$ cat config.mk
export PLATFORM = sky130hd
export DESIGN_NAME = sonic_irq_gen
export DESIGN_NICKNAME = d
export VERILOG_FILES = /design/src/rtl/sonic_constants.sv /design/src/rtl/sonic_irq_pkg.sv /design/src/rtl/sonic_irq_blk_counter.sv /design/src/rtl/sonic_irq_gen.sv
export SDC_FILE = /design/constraint.sdc
export NUM_CORES = 1
export LEC_CHECK = 0
export CAP_MARGIN = 20
export CORE_MARGIN = 5
export CORE_UTILIZATION = 40
export CTS_BUF_LIST = sky130_fd_sc_hd__clkbuf_16
export DETAILED_ROUTE_END_ITERATION = 12
export RECOVER_POWER = 50
export SLEW_MARGIN = 20
export SYNTH_ARGS = -nofsm -noshare
export SYNTH_HDL_FRONTEND = slang
export SYNTH_SLANG_ARGS = --single-unit
$ cat constraint.sdc
create_clock -name clk_in -period 5.9 [get_ports clk_in]
set_clock_uncertainty 0.2 [all_clocks]
set_input_delay 0.59 -clock clk_in [delete_from_list [all_inputs] [get_ports clk_in]]
set_output_delay 0.59 -clock clk_in [all_outputs]
set_load 0.01 [all_outputs]
$ cat src/rtl/sonic_constants.sv
// sonic_constants: SoNIC control register addresses shared by the command path and IRQ generator
`ifndef SONIC_REG_CNTL_DW0
`define SONIC_REG_CNTL_DW0 8'h00
`define SONIC_REG_CNTL_DW1 8'h04
`define SONIC_REG_CNTL_DW2 8'h08
`define SONIC_REG_CNTL_DW3 8'h0C
`define SONIC_REG_CNTL_DW4 8'h10
`define SONIC_REG_CNTL_DW5 8'h14
`endif

$ cat src/rtl/sonic_irq_pkg.sv
// sonic_irq_pkg: FSM states and DW0 field layout for the SoNIC interrupt generator
package sonic_irq_pkg;
    typedef enum logic [1:0] {
        IDLE    = 2'd0,
        REQ     = 2'd1,
        HOLDOFF = 2'd2
    } irq_state_e;
    localparam int IRQ_EN_BIT   = 0;
    localparam int CLR_PEND_BIT = 1;
    localparam int MSI_NUM_LSB  = 4;
    localparam int MSI_NUM_MSB  = 8;
    localparam int COALESCE_LSB = 16;
    localparam int COALESCE_MSB = 31;
endpackage

$ cat src/rtl/sonic_irq_blk_counter.sv
// sonic_irq_blk_counter: groups RX words into blocks, tracks pending and total block counts
// Ports: clk_in/rstn (sync active-low), word_valid_i (one per 128-bit word),
//        blk_size_i (words per block, 0 disables), size_wr_i (restart current block),
//        dec_i/dec_amt_i (consume pending blocks), clr_i (drop all pending),
//        pend_o (saturating pending blocks), block_seq_o (wrapping completed blocks)
module sonic_irq_blk_counter
    import sonic_irq_pkg::*;
#(
    parameter int PEND_WIDTH = 16
) (
    input  logic                  clk_in,
    input  logic                  rstn,
    input  logic                  word_valid_i,
    input  logic [31:0]           blk_size_i,
    input  logic                  size_wr_i,
    input  logic                  dec_i,
    input  logic [15:0]           dec_amt_i,
    input  logic                  clr_i,
    output logic [PEND_WIDTH-1:0] pend_o,
    output logic [31:0]           block_seq_o
);
    logic [31:0]           word_cnt_q, word_cnt_d;
    logic [PEND_WIDTH-1:0] pend_q, pend_d, pend_inc;
    logic [31:0]           seq_q;
    logic                  done;
    assign done = word_valid_i && blk_size_i != 32'd0 && word_cnt_q == blk_size_i - 32'd1;
    always_comb begin
        word_cnt_d = size_wr_i ? 32'd0 :
                     (word_valid_i && blk_size_i != 32'd0) ? (done ? 32'd0 : word_cnt_q + 32'd1) :
                     word_cnt_q;
        // increment first, then consume, then clear: clear discards a same-cycle completion
        pend_inc = (done && !(&pend_q)) ? pend_q + 1'b1 : pend_q;
        pend_d = !dec_i ? pend_inc :
                 (32'(pend_inc) >= 32'(dec_amt_i)) ? PEND_WIDTH'(32'(pend_inc) - 32'(dec_amt_i)) : '0;
        pend_d = clr_i ? '0 : pend_d;
    end
    always_ff @(posedge clk_in) begin
        if (!rstn) begin
            word_cnt_q <= '0;
            pend_q     <= '0;
            seq_q      <= '0;
        end else begin
            word_cnt_q <= word_cnt_d;
            pend_q     <= pend_d;
            seq_q      <= seq_q + 32'(done);
        end
    end
    assign pend_o      = pend_q;
    assign block_seq_o = seq_q;
endmodule

$ cat src/rtl/sonic_irq_gen.sv
// sonic_irq_gen: IRQ register file, RX block coalescing and MSI request generation for SoNIC
// Ports: clk_in/rstn (sync active-low); irq_prg_wrena/wrdata/addr write the DW0..DW3 registers,
//        irq_prg_rddata is the registered readback; rx_word_valid counts RX ring words;
//        rx_block_size/irq_wb_addr export DW3 and {DW2,DW1}; block_seq counts completed blocks;
//        app_msi_req/ack/num form the MSI handshake; irq_busy is high outside IDLE.
// Build option: SONIC_IRQ_STATS_EN adds irq_sent (DW4) and pend_max (DW5) readback.
`ifndef SONIC_REG_CNTL_DW0
`define SONIC_REG_CNTL_DW0 8'h00
`define SONIC_REG_CNTL_DW1 8'h04
`define SONIC_REG_CNTL_DW2 8'h08
`define SONIC_REG_CNTL_DW3 8'h0C
`define SONIC_REG_CNTL_DW4 8'h10
`define SONIC_REG_CNTL_DW5 8'h14
`endif
module sonic_irq_gen
    import sonic_irq_pkg::*;
#(
    parameter int HOLDOFF_CYCLES = 64,
    parameter int PEND_WIDTH     = 16
) (
    input  logic        clk_in,
    input  logic        rstn,
    input  logic        irq_prg_wrena,
    input  logic [31:0] irq_prg_wrdata,
    input  logic [7:0]  irq_prg_addr,
    output logic [31:0] irq_prg_rddata,
    input  logic        rx_word_valid,
    output logic [31:0] rx_block_size,
    output logic [63:0] irq_wb_addr,
    output logic [31:0] block_seq,
    output logic        app_msi_req,
    input  logic        app_msi_ack,
    output logic [4:0]  app_msi_num,
    output logic        irq_busy
);
    logic                  irq_en_q;
    logic [4:0]            msi_num_q, req_num_q, req_num_d;
    logic [15:0]           coalesce_q, coal_eff;
    logic [31:0]           wb_lo_q, wb_hi_q, blk_size_q, rddata_q, rd_d, stats_rd, hold_cnt_q, hold_cnt_d;
    irq_state_e            state_q, state_d;
    logic [PEND_WIDTH-1:0] pend;
    logic                  wr_dw0, clr_pend, msi_acc, unused_wrdata;
    assign wr_dw0        = irq_prg_wrena && irq_prg_addr == `SONIC_REG_CNTL_DW0;
    assign clr_pend      = wr_dw0 && irq_prg_wrdata[CLR_PEND_BIT];
    assign coal_eff      = (coalesce_q == 16'd0) ? 16'd1 : coalesce_q;
    assign msi_acc       = state_q == REQ && app_msi_ack;
    assign unused_wrdata = ^{irq_prg_wrdata[15:9], irq_prg_wrdata[3:2]};
    sonic_irq_blk_counter #(.PEND_WIDTH(PEND_WIDTH)) u_cnt (
        .clk_in      (clk_in),
        .rstn        (rstn),
        .word_valid_i(rx_word_valid),
        .blk_size_i  (blk_size_q),
        .size_wr_i   (irq_prg_wrena && irq_prg_addr == `SONIC_REG_CNTL_DW3),
        .dec_i       (msi_acc),
        .dec_amt_i   (coal_eff),
        .clr_i       (clr_pend),
        .pend_o      (pend),
        .block_seq_o (block_seq)
    );
`ifdef SONIC_IRQ_STATS_EN
    logic [31:0] irq_sent_q;
    logic [15:0] pend_max_q;
    always_ff @(posedge clk_in) begin
        if (!rstn || clr_pend) begin
            irq_sent_q <= '0;
            pend_max_q <= '0;
        end else begin
            irq_sent_q <= irq_sent_q + 32'(msi_acc);
            pend_max_q <= (16'(pend) > pend_max_q) ? 16'(pend) : pend_max_q;
        end
    end
    assign stats_rd = (irq_prg_addr == `SONIC_REG_CNTL_DW4) ? irq_sent_q :
                      (irq_prg_addr == `SONIC_REG_CNTL_DW5) ? {16'h0, pend_max_q} : 32'd0;
`else
    assign stats_rd = 32'd0;
`endif
    assign rd_d = (irq_prg_addr == `SONIC_REG_CNTL_DW0) ? {coalesce_q, 7'd0, msi_num_q, 3'd0, irq_en_q} :
                  (irq_prg_addr == `SONIC_REG_CNTL_DW1) ? wb_lo_q :
                  (irq_prg_addr == `SONIC_REG_CNTL_DW2) ? wb_hi_q :
                  (irq_prg_addr == `SONIC_REG_CNTL_DW3) ? blk_size_q : stats_rd;
    // the vector is captured on entry to REQ so DW0 writes cannot disturb a request in flight
    always_comb begin
        state_d    = state_q;
        hold_cnt_d = hold_cnt_q;
        req_num_d  = req_num_q;
        unique case (state_q)
            IDLE: if (irq_en_q && 32'(pend) >= 32'(coal_eff)) begin
                state_d   = REQ;
                req_num_d = msi_num_q;
            end
            REQ: if (app_msi_ack) begin
                state_d    = HOLDOFF;
                hold_cnt_d = '0;
            end
            HOLDOFF: begin
                state_d    = (hold_cnt_q + 32'd1 >= 32'(HOLDOFF_CYCLES)) ? IDLE : HOLDOFF;
                hold_cnt_d = hold_cnt_q + 32'd1;
            end
            default: state_d = IDLE;
        endcase
    end
    always_ff @(posedge clk_in) begin
        if (!rstn) begin
            irq_en_q   <= 1'b0;
            msi_num_q  <= '0;
            coalesce_q <= '0;
            wb_lo_q    <= '0;
            wb_hi_q    <= '0;
            blk_size_q <= '0;
            rddata_q   <= '0;
            req_num_q  <= '0;
            hold_cnt_q <= '0;
            state_q    <= IDLE;
        end else begin
            if (wr_dw0) begin
                irq_en_q   <= irq_prg_wrdata[IRQ_EN_BIT];
                msi_num_q  <= irq_prg_wrdata[MSI_NUM_MSB:MSI_NUM_LSB];
                coalesce_q <= irq_prg_wrdata[COALESCE_MSB:COALESCE_LSB];
            end
            if (irq_prg_wrena && irq_prg_addr == `SONIC_REG_CNTL_DW1) wb_lo_q <= irq_prg_wrdata;
            if (irq_prg_wrena && irq_prg_addr == `SONIC_REG_CNTL_DW2) wb_hi_q <= irq_prg_wrdata;
            if (irq_prg_wrena && irq_prg_addr == `SONIC_REG_CNTL_DW3) blk_size_q <= irq_prg_wrdata;
            rddata_q   <= rd_d;
            req_num_q  <= req_num_d;
            hold_cnt_q <= hold_cnt_d;
            state_q    <= state_d;
        end
    end
    assign irq_prg_rddata = rddata_q;
    assign rx_block_size  = blk_size_q;
    assign irq_wb_addr    = {wb_hi_q, wb_lo_q};
    assign app_msi_req    = state_q == REQ;
    assign app_msi_num    = req_num_q;
    assign irq_busy       = state_q != IDLE;
endmodule

---- Yosys cells after proc, flatten, opt, wreduce, memory -nomap -nowiden ----
Cells that the tools add are included.
word-level totals
  bits in registers ....................... 269
  input bits .............................. 45
  output and inout port bits .............. 167
operators by class
  add/subtract/negate cells ............... 6
  $lt $le $gt $ge ......................... 3
  equal/unequal tests ..................... 8
  multiplexer cells ....................... 15
  bitwise operators ....................... 1
  reduce and logical (&&, ||, !) cells .... 24
operators by type and width
  cell                     number
  $mux W32                 6
  $add A32 B1 Y32 const B  2
  $mux W16                 4
  $pmux W32 S2             1
  $add A32 B1 Y32          1
  $eq A32 B32 Y1           1
  $ge A16 B16 Y1           2
  $ge A32 B7 Y1 const B    1
  $reduce_bool A32 Y1      1
  $sub A32 B1 Y32 const B  1
  $add A16 B1 Y16 const B  1
  $eq A8 B4 Y1 const B     2
  $logic_not A16 Y1        1
  $reduce_and A16 Y1       1
  $sub A16 B16 Y16         1
  $logic_and A1 B1 Y1      10
  $eq A8 B3 Y1 const B     1
  $logic_not A8 Y1         1
  $mux W2                  3
  $pmux W2 S3              1
  $reduce_and A2 Y1        3
  $reduce_or A2 Y1         3
  $reduce_bool A2 Y1       2
  $eq A2 B1 Y1 const B     1
  other kinds (6)          6

---- Longest topological paths before layout ----
Gate-level depths: netlist of the first run.
  depth after elaboration ................. 8
  gate-level depth with buffers ........... 27
  depth with buffers taken out ............ 26

---- Hierarchy ----
A second synthesis of the first run with hierarchy kept.
unflattened totals
  cell total of the unflattened synthesis .. 1870
  area, all modules ....................... 14545.2 um^2
by module, submodules not included
  module                 times used  cells each  area each (um^2)  sequential area each (um^2)
  sonic_irq_gen          1           1121        8610.8            3783.6
  sonic_irq_blk_counter  1           749         5934.4            1601.5

---- Worst setup path before layout of the first run ----
OpenSTA, ideal clock, no wires.
  path type ............................... register to register
  from .................................... register blk_size_q[0], in the netlist rx_block_size[0]
  to ...................................... register u_cnt.pend_q[7], in the netlist u_cnt.pend_o[7]
  data arrival time ....................... 5.363 ns
  required time ........................... 5.583 ns
  path slack .............................. 0.219 ns
  stages on the path, launching flop included .. 27
  buffers on the path ..................... 1
  clock period less this slack ............ 5.681 ns
  cells stage by stage .................... dfxtp_1 -> inv_1 -> ha_1 -> or4b_1 -> or3_1 -> or4_4 -> a22oi_2 -> o2111ai_2 -> or2_1 -> nor3_4 -> and4_1 -> nand3_1 -> xnor2_1 -> ha_1 -> nand2_1 -> a21boi_0 -> o21ai_0 -> nand2b_1 -> a21o_1 -> a21oi_1 -> nor2b_1 -> o21a_1 -> nor2_1 -> o41ai_1 -> o21a_1 -> buf_6 -> a32o_1
between the ends
  word-level cells in the longest chain between the ends .. 8
  elaborated cells on any way between the ends .. 11
  classes of those cells .................. 2 x add/sub; 1 x order compare; 1 x eq/ne; 3 x mux; 4 x reduce/logical
ends and longest elaborated chain
  element                                                        line                         text
  from (decl)                                                    sonic_irq_gen.sv:39          logic [31:0] wb_lo_q, wb_hi_q, blk_size_q, rddata_q, rd_d, stats_rd, hold_cnt_q, hold_cnt_d;
  from (signal assigned)                                         sonic_irq_gen.sv:122         if (irq_prg_wrena && irq_prg_addr == `SONIC_REG_CNTL_DW3) blk_size_q <= irq_prg_wrdata;
  $sub A32 B1 Y32 / $reduce_bool A32 Y1 (equally long branches)  sonic_irq_blk_counter.sv:26  assign done = word_valid_i && blk_size_i != 32'd0 && word_cnt_q == blk_size_i - 32'd1;
  $eq A32 B32 Y1 / $logic_and A1 B1 Y1 (equally long branches)   sonic_irq_blk_counter.sv:26
  $logic_and A1 B1 Y1 *                                          sonic_irq_blk_counter.sv:26
  $logic_and A1 B1 Y1 *                                          sonic_irq_blk_counter.sv:32  pend_inc = (done && !(&pend_q)) ? pend_q + 1'b1 : pend_q;
  $mux W16 *                                                     sonic_irq_blk_counter.sv:32
  $sub A16 B16 Y16 / $ge A16 B16 Y1 (equally long branches)      sonic_irq_blk_counter.sv:34  (32'(pend_inc) >= 32'(dec_amt_i)) ? PEND_WIDTH'(32'(pend_inc) - 32'(dec_amt_i)) : '0;
  $mux W16                                                       sonic_irq_blk_counter.sv:34
  $mux W16 *                                                     sonic_irq_blk_counter.sv:33  pend_d = !dec_i ? pend_inc :
  to (signal assigned)                                           sonic_irq_blk_counter.sv:44  pend_q <= pend_d;
  to (decl)                                                      sonic_irq_blk_counter.sv:23  logic [PEND_WIDTH-1:0] pend_q, pend_d, pend_inc;
Every way passes the cells marked *; elsewhere a longest branch is shown, timed or not.
A chain may end at the register's enable or synchronous reset.

---- Final worst setup path of the first run ----
  from .................................... register blk_size_q[0], in the netlist rx_block_size[0]
  to ...................................... register u_cnt.pend_q[5], in the netlist u_cnt.pend_o[5]
The elaborated chain is that of the path after synthesis.

==> results of run 1 <==
-- cell type report --
class | instances | area (µm²)
clock inverter | 23 | 150
fill | 3525 | 17900
multi-input combinational | 1436 | 8990
clock buffer | 31 | 776
timing repair buffer | 296 | 2710
tap | 468 | 586
inverter | 36 | 135
sequential | 269 | 5390
-- how the worst min path moves through the flow --
stage | slack [ps] | start | cells past startpoint | end
2_1_floorplan | 250 | msi_num_q[0]$_SDFFE_PN0P_ | 2 | app_msi_num[0]$_SDFFE_PN0P_
3_3_place_gp | 250 | app_msi_num[2]$_SDFFE_PN0P_ | 2 | app_msi_num[2]$_SDFFE_PN0P_
3_5_place_dp | 250 | app_msi_num[2]$_SDFFE_PN0P_ | 2 | app_msi_num[2]$_SDFFE_PN0P_
4_1_cts | 260 | app_msi_num[4]$_SDFFE_PN0P_ | 2 | app_msi_num[4]$_SDFFE_PN0P_
5_1_grt | 290 | app_msi_num[0]$_SDFFE_PN0P_ | 2 | app_msi_num[0]$_SDFFE_PN0P_
6_report | 260 | app_msi_num[4]$_SDFFE_PN0P_ | 2 | app_msi_num[4]$_SDFFE_PN0P_
-- synthesized netlist by cell type (4+ instances only) --
master / count
nor2_1: 141
o21a_1: 8
a211oi_1: 37
nand3_1: 65
and4_1: 16
o211a_1: 5
nand4b_1: 4
inv_1: 36
o21ai_2: 6
nor2b_1: 40
a31oi_1: 13
or3_1: 12
clkbuf_1: 107
nor4_1: 17
o31ai_1: 17
nor3_1: 37
a2111oi_0: 5
a21oi_1: 48
a21boi_0: 127
mux2_2: 5
ha_1: 39
a21o_1: 11
mux2i_1: 12
nand4_1: 32
or4_1: 5
xor2_1: 58
nand2_1: 362
xnor2_1: 78
a22oi_1: 17
mux4_2: 6
nand3b_1: 5
and2_1: 42
o21ai_0: 53
dfxtp_1: 269
nand2b_1: 27
and3_1: 29
-- flip-flops by register name (all words and copies together) (netlist names), 2 cells and up --
signal / cells
hold_cnt_q: 32
irq_prg_rddata: 32
rx_block_size: 32
u_cnt.block_seq_o: 32
u_cnt.word_cnt_q: 32
wb_hi_q: 32
wb_lo_q: 32
coalesce_q: 16
u_cnt.pend_o: 16
app_msi_num: 5
msi_num_q: 5
state_q: 2
-- timing repair --
item / 4_1_cts / 5_1_grt
resized for setup: 0 / 29
setup buffers: 0 / 3
endpoints found under the setup margin: 0 / 16
-- routing by layer --
metal  share of wire (%)  up-vias
li1                    -     6850
met1                  47     6598
met2                  46      331
met3                 5.2       75
met4                 1.8        0
met5                   0        -
-- worst max-delay path, cell delays in order, from the launching register on --
cell       delay, ps
dfxtp_2          340
inv_2             70
ha_2             170
or4b_4           470
or3_4            350
or4_4            420
a22oi_2          180
o2111ai_2        150
or2_4            300
nor3_4           180
and4_4           290
nand3_2          100
xnor2_2          150
ha_1             320
nand2_1           90
a21boi_0          80
o21ai_1          170
nand2b_1          90
a21o_1           180
a21oi_1          130
nor2b_1           70
o21a_1           180
nor2_2           100
o41ai_1           80
o21a_1           220
buf_6            160
a22oi_1          150
nor2_1            60
-- report_power, final --
group | internal, µW | leakage [µW] | switching (µW)
Clock | 1030 | 0.000478 | 792
Combinational | 70.3 | 0.00493 | 101
Sequential | 1820 | 0.00217 | 1.39
-- logic make-up after synthesis --
kind of cell / count (synthesis)
AO/OA/AOI/OAI: 376
XOR/XNOR: 138
adder cells (fa/ha/maj): 40
buffers and inverters: 150
flip-flops: 269
multiplexers: 23
AND/OR/NAND/NOR: 859
-- through the flow --
| step | power [µW] | hold slack, ps | instances | util [%] |
|---|---|---|---|---|
| finish | 3810 | 259 | 2559 | 51.2 |
| global route | 3920 | 287 | 2559 | 51.2 |
| CTS | 3830 | 264 | 2556 | 50.9 |
| detailed placement | 2020 | 254 | 2502 | 48.4 |
| global placement | 2020 | 247 | 2502 | 48.4 |
| floorplan | 1940 | 248 | 1855 | - |
==> impl_summary.txt, run 1 <==
----------------------------------------------------
[CTS]
  Maximum count of clock buffers along a single path ... 3
  Root Driver ... clkbuf_16
  Number of buffers added by the clock tree synthesis step ... 31
  Clock tree sinks ... 269
  CTS Hold Bufs ... 0
  Clock latency of the later-clocked register in the worst-skew pair ... 560 ps
  Clock tree from TritonCTS ... yes
  Clk slew on worst S/H paths ... 60 ps
  # H-tree levels ... 1

[Global routing]
  GR Layer Usage met3 ... 4.10%
  Via count of the first global-routing pass ... 13,618
  GRT Util Overall ... 23.3%
  Met2 GRT Util ... 38.9%
  Most Crowded Layer GR ... met2
  Largest net degree at the start of global routing ... 77
  Wire length of the first global-routing pass ... 78,100 µm
  Met1 Track Usage GR ... 31.9%
  Overflow after GRT ... 0
  Initial antenna violation count ... 0

[Floorplan]
  Floorplan Core Area ... 0.0366 mm²
  Total I/O pin count ... 212
  Number of rows in the core area ... 70
  Initial Util ... 40.5%
  Die Wd ... 203 µm
  Die Y ... 203 µm
  Die Outline Area ... 0.0410 mm²

[Drt]
  Count of vias placed by the detailed router ... 13,854
  DRC marker count from the first detailed-route iteration ... 756
  Routed length per instance ... 19.4 µm
  DRT antenna net count ... 0
  Number of remaining DRC errors ... 0
  Detailed-route vias per instance ... 5.41
  Pre-Repair DR Iteration Count ... 5
  Total routed wirelength ... 49,700 µm

[STA]
  Endpoints failing hold ... 0
  Setup TNS ... 0 ps
  Maximum operating frequency ... 0.179 GHz
  Max-slew violation count ... 206
  Final critical-path required period ... 5590 ps
  Headroom to the max-slew limit ... -101%
  Finish-stage setup viols ... 0
  Part of the cycle the worst path needs ... 94.7%
  Final critical-path setup slack ... 311 ps
  Pin slew with the least headroom to its limit ... 3010 ps

[Synth]
  Post-synthesis compound-gate area fraction ... 17.8%
  Mean post-synth cell area ... 8.00 µm²
  Combinational family with the most area after synthesis ... simple AND/OR/NAND/NOR gates
  Synth unique cells ... 81
  Post-synth top flop ... dfxtp_1
  Xor and xnor fraction of the mapped netlist area ... 8.29%
  Share of synthesized area spent on multiplexers ... 2.10%
  Part of the Yosys area used for sequential elements ... 36.3%
  Leading cell types by total area after synthesis ... dfxtp_1 (36%), nand2_1 (9.2%), a21boi_0 (6.4%)
  Cell taking the most area after synthesis ... dfxtp_1
  Synthesized Nets ... 1,940
  Post-synthesis share of cell area spent on full adders, half adders and majority gates ... 3.43%
  Flops & latches, synth ... 269
  Post-Synthesis Cells ... 1,855
  Synthesis Warnings ... 0
  EDFF count, synth ... 0
  Portion of synthesized cell area occupied by the leading cell type ... 36.3%
  Mapped cell area ... 0.0148 mm²
  Fraction of synthesis flops using an asynchronous set or reset pin ... 0%
  Simple-Gate Fraction of Synth Area ... 28.1%

[Critical path]
  RR Startpoint ... rx_block_size[0]$_SDFFE_PN0P_
  Category of the worst setup path launch point ... register
  Capture instance of the worst register-to-register path ... u_cnt.pend_o[5]$_SDFF_PP0_
  Data arrival, critical path ... 5820 ps
  Reg2reg setup slack ... 310 ps
  Critical Path RT ... 6140 ps
  Worst-path maximum fanout ... 8
  Kind of end point of the critical path ... register
  Type of the setup path with the least slack ... reg2reg
  Destination of the critical timing path ... u_cnt.pend_o[5]$_SDFF_PP0_
  Crit path from ... rx_block_size[0]$_SDFFE_PN0P_
  R2R depth ... 27

[Power]
  Peak supply drop ... 0.203 mV
  Total power density per cell area ... 203 mW/mm²
  Leakage power total ... 0.00758 µW

[Status]
  Run status ... finished with violations
  Failing checks ... capacitance limit, slew limit

[Final layout]
  Number of antenna diodes ... 0
  Post-layout net count ... 2,155
  Final design area excluding fillers ... 0.0187 mm²
  Commonest non-fill, non-tap cell in the layout ... nand2_1
  Top library cells by usage in the layout, fill and taps aside ... nand2_1 (362), dfxtp_1 (268), dlygate4sd3_1 (161)
  Growth of design area from synthesis to finish ... 26.3%
  Ratio of cells with drive above 1 in the final layout ... 8.66%

[Placement]
  Placed wire-length estimate ... 36,300 µm
  Port Buffers ... 211
  RD Place Congestion ... 0.944
  Post-detailed-placement cell area ... 0.0177 mm²
  Pre-CTS worst setup slack ... 69.1 ps

[Job]
  Maximum Capacitance Violations ... 3

[Worst hold path]
  HP Class ... reg2reg

----------------------------------------------------
Note: power is estimated with default switching activity, not from simulation.
==> inputs of run 2 (changes only) <==
- SETUP_SLACK_MARGIN: not set -> 0.4
==> impl_summary.txt, run 2 (synthesized netlist as in run 1, its figures left out) <==
----------------------------------------------------
[Drt]
  DRC marker count from the first detailed-route iteration ... 847
  Pre-Repair DR Iteration Count ... 6
  Routed length per instance ... 19.5 µm
  Total routed wirelength ... 49,900 µm
  DRT antenna net count ... 0
  Count of vias placed by the detailed router ... 14,028
  Number of remaining DRC errors ... 0
  Detailed-route vias per instance ... 5.48

[Placement]
  Placed wire-length estimate ... 36,200 µm
  Post-detailed-placement cell area ... 0.0175 mm²
  Port Buffers ... 211
  Placed Instances ... 2,476
  RD Place Congestion ... 0.917

[Power]
  Total power consumption of the routed design ... 4060 µW
  Part of the total power dissipated in combinational logic ... 4.1%
  Clk network pwr share ... 51.2%
  Cell Int Power ... 3120 µW
  Total power density per cell area ... 214 mW/mm²
  Peak supply drop ... 0.187 mV
  Sequential cell fraction of total power ... 44.7%
  Switching Power ... 948 µW
  Leakage power total ... 0.00769 µW
  Switching Fraction ... 23.3%

[CTS]
  Clock tree sinks ... 269
  Number of buffers added by the clock tree synthesis step ... 34
  CTS Hold Bufs ... 0
  Clk slew on worst S/H paths ... 60 ps
  Root Driver ... clkbuf_16
  Maximum count of clock buffers along a single path ... 3
  Clock tree from TritonCTS ... yes
  Clock latency of the later-clocked register in the worst-skew pair ... 530 ps
  # H-tree levels ... 2

[Critical path]
  Capture instance of the worst register-to-register path ... u_cnt.pend_o[7]$_SDFF_PP0_
  Worst-path maximum fanout ... 6
  RR Startpoint ... rx_block_size[17]$_SDFFE_PN0P_
  Reg2reg setup slack ... 300 ps
  Critical Path RT ... 6090 ps
  R2R depth ... 22
  Category of the worst setup path launch point ... register
  Destination of the critical timing path ... u_cnt.pend_o[7]$_SDFF_PP0_
  Crit path from ... rx_block_size[17]$_SDFFE_PN0P_
  Data arrival, critical path ... 5800 ps
  Type of the setup path with the least slack ... reg2reg
  Kind of end point of the critical path ... register

[Final layout]
  Post-layout instance count excluding filler cells ... 2,558
  Number of antenna diodes ... 0
  Area occupied by multi-input gates ... 0.00909 mm²
  Ratio of cells with drive above 1 in the final layout ... 9.71%
  Post-layout net count ... 2,151
  # fillers ... 3,487
  Top library cells by usage in the layout, fill and taps aside ... nand2_1 (362), dfxtp_1 (264), dlygate4sd3_1 (166)
  Commonest non-fill, non-tap cell in the layout ... nand2_1
  Storage cell area ... 0.00540 mm²
  Fin util ... 51.9%
  Growth of design area from synthesis to finish ... 28.0%
  Final design area excluding fillers ... 0.0190 mm²

[Floorplan]
  Total I/O pin count ... 212
  Die Wd ... 203 µm
  Die Y ... 203 µm
  Floorplan Core Area ... 0.0366 mm²
  Number of rows in the core area ... 70
  Initial Util ... 40.5%
  Die Outline Area ... 0.0410 mm²

[Global routing]
  Overflow after GRT ... 0
  Wire length of the first global-routing pass ... 77,600 µm
  Largest net degree at the start of global routing ... 74
  Initial antenna violation count ... 3
  Via count of the first global-routing pass ... 13,308
  GRT Util Overall ... 23.4%

[STA]
  Setup TNS ... 0 ps
  Endpoints failing hold ... 0
  Setup repair after global routing missed its margin ... yes
  Finish-stage setup viols ... 0
  Headroom to the max-slew limit ... -26.1%
  Final critical-path required period ... 5600 ps
  Max-slew violation count ... 66
  Part of the cycle the worst path needs ... 95.0%
  Maximum operating frequency ... 0.178 GHz
  Pin slew with the least headroom to its limit ... 1890 ps

[Status]
  Failing checks ... capacitance limit, slew limit
  Run status ... finished with violations

[Worst hold path]
  HP Class ... reg2reg

[Job]
  Maximum Capacitance Violations ... 2

----------------------------------------------------
==> run 2: cell types whose count changed in the layout (fill, tap and decap cells not counted), moves of 3 or more <==
cell and delta:
buf_4 -4, and2_0 +3, clkinv_1 -6, clkbuf_1 -4, clkdlybuf4s50_1 -5, clkbuf_16 +3
and2_1 -3, dfxtp_4 +4, dfxtp_1 -4, dlygate4sd3_1 +5, inv_6 +3
==> run 2: what timing repair did <==
action                                 CTS  global route
pin swaps                               12            21
gates cloned                             1             0
resized for setup                       26            19
buffers inserted                        16             5
endpoints found under the hold margin    0             0
setup endpoints to repair               16            16
==> run 2: metal layers <==
metal	track usage, %	wire (µm)	vias to the layer above	share of wire [%]
met4	6.60	1200	2	2.4
met3	4.25	2950	88	5.9
li1	-	-	6859	-
met1	31.8	22700	6694	45
met5	0	10	-	0.020
met2	38.2	23100	385	46
==> run 2: how the worst min path moves through the flow <==
stage	slack [ps]	start	depth (start not counted)	endpoint
after floorplan	250	msi_num_q[0]$_SDFFE_PN0P_	2	app_msi_num[0]$_SDFFE_PN0P_
after global placement	250	u_cnt.block_seq_o[31]$_SDFF_PN0_	2	u_cnt.block_seq_o[31]$_SDFF_PN0_
after global routing	300	wb_hi_q[6]$_SDFFE_PN0P_	2	wb_hi_q[6]$_SDFFE_PN0P_
after CTS	280	u_cnt.block_seq_o[31]$_SDFF_PN0_	2	u_cnt.block_seq_o[31]$_SDFF_PN0_
after detailed placement	270	u_cnt.block_seq_o[31]$_SDFF_PN0_	2	u_cnt.block_seq_o[31]$_SDFF_PN0_
final	270	u_cnt.block_seq_o[31]$_SDFF_PN0_	2	u_cnt.block_seq_o[31]$_SDFF_PN0_
==> run 2: through the flow <==
step                setup slack (ps)  hold slack, ps
finish                           297             268
detailed placement              25.3             268
global route                    91.1             304
floorplan                        395             248
global placement                75.5             255
CTS                              373             276
==> run 2: final cells by class <==
class	count	share of cell area, %
multi-input combinational	1437	47.9
tap	468	3.08
inverter	36	0.738
timing repair buffer	288	14.1
clock inverter	26	1.30
clock buffer	34	4.48
sequential	269	28.4
==> run 2: power by group through the flow <==
stage	logic (µW)	registers, µW	clock network [µW]
final	167	1820	2080
after global routing	177	1820	2190
after CTS	165	1820	2120
after detailed placement	164	1860	0
after global placement	165	1860	0
after floorplan	82.8	1860	0
==> run 2: critical path: stages (launching register included) <==
cell	delay [ps]
dfxtp_4	340
or4_4	530
or3_4	400
or4_4	530
a22oi_2	210
o2111ai_2	140
or2_4	280
nor3_4	240
and4_4	290
buf_4	130
nand3_1	130
xnor2_2	240
ha_4	260
o21ai_1	100
nand2b_1	100
a21o_1	170
a21oi_2	130
nor2b_2	60
o21a_1	180
nor2_2	150
o41ai_2	110
o21a_2	270
a32o_1	260
